## src/rtl/est_update_serial.sv

```systemverilog
// Measurement-update stage of the 2-state Kalman filter: y = z - Z, x+ = x- + K*y.
// The four K*y products share one signed N x N multiplier sequenced by a small FSM.
`ifndef FXP_N
`define FXP_N 16
`endif
`ifndef FXP_FRAC
`define FXP_FRAC 8
`endif

module est_update_serial #(
   parameter int N    = `FXP_N,
   parameter int FRAC = `FXP_FRAC
) (
   input  logic         clk,
   input  logic         rst_n,
   input  logic         start,
   input  logic [N-1:0] z00,
   input  logic [N-1:0] z10,
   input  logic [N-1:0] Z00,
   input  logic [N-1:0] Z10,
   input  logic [N-1:0] k00,
   input  logic [N-1:0] k01,
   input  logic [N-1:0] k10,
   input  logic [N-1:0] k11,
   input  logic [N-1:0] x00,
   input  logic [N-1:0] x10,
   output logic         done,
   output logic [N-1:0] Y00,
   output logic [N-1:0] Y10,
   output logic [N-1:0] X00,
   output logic [N-1:0] X10
);

   typedef enum logic [2:0] {IDLE, SUB, M0, M1, M2, M3, DONE} state_t;

   localparam int W = 2*N + 2;
   localparam logic signed [W-1:0] SAT_HI = {{(N+3){1'b0}}, {(N-1){1'b1}}};
   localparam logic signed [W-1:0] SAT_LO = {{(N+3){1'b1}}, {(N-1){1'b0}}};

   function automatic logic [N-1:0] sat(input logic signed [W-1:0] v);
      if (v > SAT_HI)      return SAT_HI[N-1:0];
      else if (v < SAT_LO) return SAT_LO[N-1:0];
      else                 return v[N-1:0];
   endfunction

   state_t state, state_d;

   logic signed [N-1:0] z0_q, z1_q, zp0_q, zp1_q;
   logic signed [N-1:0] k00_q, k01_q, k10_q, k11_q;
   logic signed [N-1:0] x0_q, x1_q;
   logic signed [2*N:0] acc;

   logic                accept;
   logic signed [N-1:0] mul_a, mul_b, x_sel;
   logic signed [2*N-1:0] prod;
   logic signed [2*N:0] prod_ext, acc_add, acc_sh;
   logic signed [W-1:0] diff0, diff1, post;

   assign accept = start && (state == IDLE || state == DONE);

   always_ff @(posedge clk or negedge rst_n) begin
      if (!rst_n) state <= IDLE;
      else        state <= state_d;
   end

   // NOTE: every variable written in always_comb gets a default first so no latch is inferred.
   always_comb begin
      state_d = state;
      case (state)
         IDLE:    if (start) state_d = SUB;
         SUB:     state_d = M0;
         M0:      state_d = M1;
         M1:      state_d = M2;
         M2:      state_d = M3;
         M3:      state_d = DONE;
         DONE:    state_d = start ? SUB : IDLE;
         default: state_d = IDLE;
      endcase
   end

   // Operand steering for the single shared multiplier and post-update adder.
   always_comb begin
      mul_a = k00_q;
      mul_b = Y00;
      x_sel = x1_q;
      case (state)
         M1: begin mul_a = k01_q; mul_b = Y10; x_sel = x0_q; end
         M2: begin mul_a = k10_q; mul_b = Y00; end
         M3: begin mul_a = k11_q; mul_b = Y10; end
         default: ;
      endcase
   end

   assign prod     = mul_a * mul_b;
   assign prod_ext = {prod[2*N-1], prod};
   assign acc_add  = acc + prod_ext;
   assign acc_sh   = acc_add >>> FRAC;
   assign post     = {{(N+2){x_sel[N-1]}}, x_sel} + {acc_sh[2*N], acc_sh};
   assign diff0    = {{(N+2){z0_q[N-1]}}, z0_q} - {{(N+2){zp0_q[N-1]}}, zp0_q};
   assign diff1    = {{(N+2){z1_q[N-1]}}, z1_q} - {{(N+2){zp1_q[N-1]}}, zp1_q};

   // NOTE: sequential state uses non-blocking assignments only, so every register
   // samples pre-edge values regardless of statement order.
   // NOTE: operand registers are reset too, so an aborted operation leaves no stale data.
   always_ff @(posedge clk or negedge rst_n) begin
      if (!rst_n) begin
         z0_q  <= '0; z1_q  <= '0; zp0_q <= '0; zp1_q <= '0;
         k00_q <= '0; k01_q <= '0; k10_q <= '0; k11_q <= '0;
         x0_q  <= '0; x1_q  <= '0;
         acc   <= '0;
         done  <= 1'b0;
         Y00   <= '0; Y10 <= '0;
         X00   <= '0; X10 <= '0;
      end else begin
         done <= (state == M3);
         if (accept) begin
            z0_q  <= z00; z1_q  <= z10; zp0_q <= Z00; zp1_q <= Z10;
            k00_q <= k00; k01_q <= k01; k10_q <= k10; k11_q <= k11;
            x0_q  <= x00; x1_q  <= x10;
         end
         case (state)
            SUB: begin
               Y00 <= sat(diff0);
               Y10 <= sat(diff1);
            end
            M0, M2: acc <= prod_ext;
            M1: begin
               acc <= acc_add;
               X00 <= sat(post);
            end
            M3: begin
               acc <= acc_add;
               X10 <= sat(post);
            end
            default: ;
         endcase
      end
   end

endmodule

```

## config.mk

```make
export PLATFORM = sky130hd
export DESIGN_NAME = est_update_serial
export DESIGN_NICKNAME = d
export VERILOG_FILES = /design/src/rtl/est_update_serial.sv
export SDC_FILE = /design/constraint.sdc
export NUM_CORES = 1
export LEC_CHECK = 0
export CAP_MARGIN = 5
export CORE_MARGIN = 10
export CORE_UTILIZATION = 55
export CTS_CLUSTER_SIZE = 20
export DETAILED_ROUTE_END_ITERATION = 16
export PLACE_DENSITY = 0.77
export SYNTH_ARGS = -nofsm -noshare
export SYNTH_HDL_FRONTEND = slang
export SYNTH_SLANG_ARGS = --single-unit
export TNS_END_PERCENT = 5
```

## constraint.sdc

```tcl
create_clock -name clk -period 17.15 [get_ports clk]
set_clock_uncertainty 0.2 [all_clocks]
set_input_delay 3.43 -clock clk [delete_from_list [all_inputs] [get_ports clk]]
set_output_delay 3.43 -clock clk [all_outputs]
set_load 0.005 [all_outputs]
```

==> impl_metrics.toml <==
[outcome]
outcome = "finished clean"

[worst_setup_path]
crit_slowest_cell = "o21a_1"
worst_path_most_repeated_cell = "fa_1"
worstSetupPathType = "flop to flop"
critPathRequiredTime_ns = 17.35
crit_path_start_kind = "flop"
end_kind = "flop"
cp_max_fo = 80
slowest_delay_ns = 0.82
cp.arrival_ns = 13.93

[yosys]
syn_avg_cell_area_um2 = 9.21
async_reset_ff_share_pct = 100
synth_cells = 2821
synth_edf_count = 0
synth_cell_types = 88
netlist_area_um2 = 26000
synth_ff_type = "dfrtp_1"
synth_area_leaders = "dfrtp_1 (25%), fa_1 (20%), ha_1 (8.5%), nand2_1 (5.8%), inv_1 (5.7%)"
synth_seq_cells = 261
synth_top_area_share_pct = 25.1
synth_area_leader_cell = "dfrtp_1"
ys_warn_count = 0
ys_seq_area_share_pct = 25.1
syn_nets = 3427

[finish]
drive_gt1_share_pct = 8.15
diodes = 0
final_cell_mix = "nand2_1 (400), inv_1 (393), fa_1 (266)"
area_growth_pct = 14.9
final_common_cell = "nand2_1"
stdcell_count = 3625
fill_cells = 3876
nets = 3602

[routing]
firstDrtPassIters = 7
drtIter0Drc = 1731
drt-total-wl_mm = 74.5
antenna_left = 0
vias_per_cell = 5.78
drc = 0
wire_per_inst_um = 20.6
vias = 21000

[timing]
setup-tns-final_ns = 0
rsz0062_at_grt = "no"
finalWorstSetupSlack_ns = 3.41
timing_worst_slew_pin_value_ns = 1.18
slew_headroom_pct = 21.2
timing.final.crit_share_pct = 80.1
finalHoldViolations = 0
setup_viol = 0
fmax_mhz = 72.8
maxSlewViolCount = 0
period_needed_ns = 13.74

[floorplan]
fp.dieH_um = 237
die_x_um = 237
core-area_um2 = 46700
rows = 79
die-area_um2 = 56300
pin_count = 228
start_util_pct = 55.7

[cts]
root_buffer = "clkbuf_16"
cts_hold_buf = 0
ctsHtreeMaxLevel = 1
cts_resized = 0
cts.reportedPaths.clkPinSlew_ns = 0.07
cts_tree = "yes"
clock_latency_ns = 0.58
cts_made_buffers = 29
cts.sinks = 261
cts_setup_buffers = 0
clk_path_buf_depth = 3

[grt]
grt_antenna_before_repair = 0
grt_max_degree = 173
overflow = 0
grt_pass1_vias = 22300
grt_usage_pct = 26.7
grt_pass1_wl_mm = 121

[run]
drv_cap = 0

[place]
gp_congestion = 1.02
hpwl_mm = 59.7
dp_cells = 3572
place_ws_ns = 3.70
io_buffer_count = 227

[min_path]
hold_path.class = "flop to flop"
logic make-up after synthesis:
group	Yosys count	synth area share [%]
buf+inv	504	7.37
flops	261	25.1
fa+ha+maj	473	30.2
xor+xnor	110	3.90
mux	186	7.81
simple gates	783	12.9
compound gates	504	12.7
layer usage:
layer	track usage [%]	vias up	part of all wire (%)
met2	45.4	704	48
met3	4.85	128	7.0
met5	0	-	0
met1	33.7	10400	41
met4	9.36	0	3.7
li1	-	9696	-
per-stage QoR:
stage	util [%]	hold slack (ns)	instance area, um^2
2_1_floorplan	-	0.256	26000
3_3_place_gp	61.8	0.271	28800
3_5_place_dp	61.8	0.285	28800
4_1_cts	64.0	0.295	29900
5_1_grt	64.0	0.304	29900
6_report	64.0	0.295	29900
worst max-delay path: cells and delay by family (launching register included):
kind,cells,cell delay [ns]
compound gates,17,5.25
fa+ha+maj,9,4.30
simple gates,9,1.86
buf+inv,7,1.14
flops,1,0.38
mux,1,0.38
cell type report:
cell class | count | area [um^2] | share of cell area, %
inverter | 394 | 1480 | 4.95
clock inverter | 17 | 225 | 0.754
timing repair buffer | 254 | 2490 | 8.35
multi-input combinational | 2056 | 17600 | 58.8
tap | 607 | 759 | 2.54
sequential | 261 | 6530 | 21.9
clock buffer | 36 | 812 | 2.72
state kept, by name (all words and copies together) (netlist names):
signal / flops
acc: 33
X00: 16
X10: 16
Y00: 16
Y10: 16
k00_q: 16
k01_q: 16
k10_q: 16
k11_q: 16
x0_q: 16
x1_q: 16
z0_q: 16
z1_q: 16
zp0_q: 16
zp1_q: 16
state: 3
done: 1
synthesized netlist by cell type, types with 5 or more instances:
| cell type | number |
|---|---|
| a21boi_0 | 6 |
| dfrtp_1 | 261 |
| o211ai_1 | 11 |
| o221ai_1 | 8 |
| o21a_1 | 30 |
| xnor2_1 | 72 |
| a21o_1 | 35 |
| a31o_2 | 8 |
| a22oi_1 | 5 |
| buf_2 | 7 |
| o311ai_1 | 20 |
| mux2_2 | 130 |
| and3_1 | 10 |
| o31ai_1 | 6 |
| nand2_1 | 402 |
| xor2_1 | 34 |
| clkbuf_1 | 93 |
| a21oi_1 | 104 |
| and2_1 | 11 |
| buf_1 | 8 |
| nand3_1 | 36 |
| o21ai_0 | 152 |
| fa_1 | 266 |
| or3_1 | 6 |
| nand2b_1 | 29 |
| ha_1 | 177 |
| nor3_1 | 15 |
| o22ai_1 | 9 |
| nor4_1 | 7 |
| o22a_1 | 8 |
| or2_2 | 5 |
| a211oi_1 | 9 |
| nor2_1 | 216 |
| maj3_1 | 30 |
| nor2b_1 | 10 |
| o311ai_0 | 10 |
| nand4_1 | 16 |
| o21ai_1 | 9 |
| mux2i_1 | 55 |
| o21bai_1 | 13 |
| inv_1 | 393 |
| a31oi_1 | 10 |
path summary, 6_finish.rpt:
check / start / endpoint / slack (ns) / cells past startpoint
min in group asynchronous: rst_n / acc[29]$_DFFE_PN0P_ / 2.59 / 1
hold / removal: acc[6]$_DFFE_PN0P_ / acc[6]$_DFFE_PN0P_ / 0.30 / 1
setup / recovery: state[1]$_DFFE_PN0P_ / X00[2]$_DFFE_PN0N_ / 3.41 / 43
max in group asynchronous: rst_n / z0_q[7]$_DFFE_PN0P_ / 12.68 / 2
setup reg to reg: state[1]$_DFFE_PN0P_ / X00[2]$_DFFE_PN0N_ / 3.41 / 43
hold reg to reg: acc[6]$_DFFE_PN0P_ / acc[6]$_DFFE_PN0P_ / 0.30 / 1
Power is not shown: default switching activity piles up to over one toggle a cycle in this logic, so the estimate is an artifact.
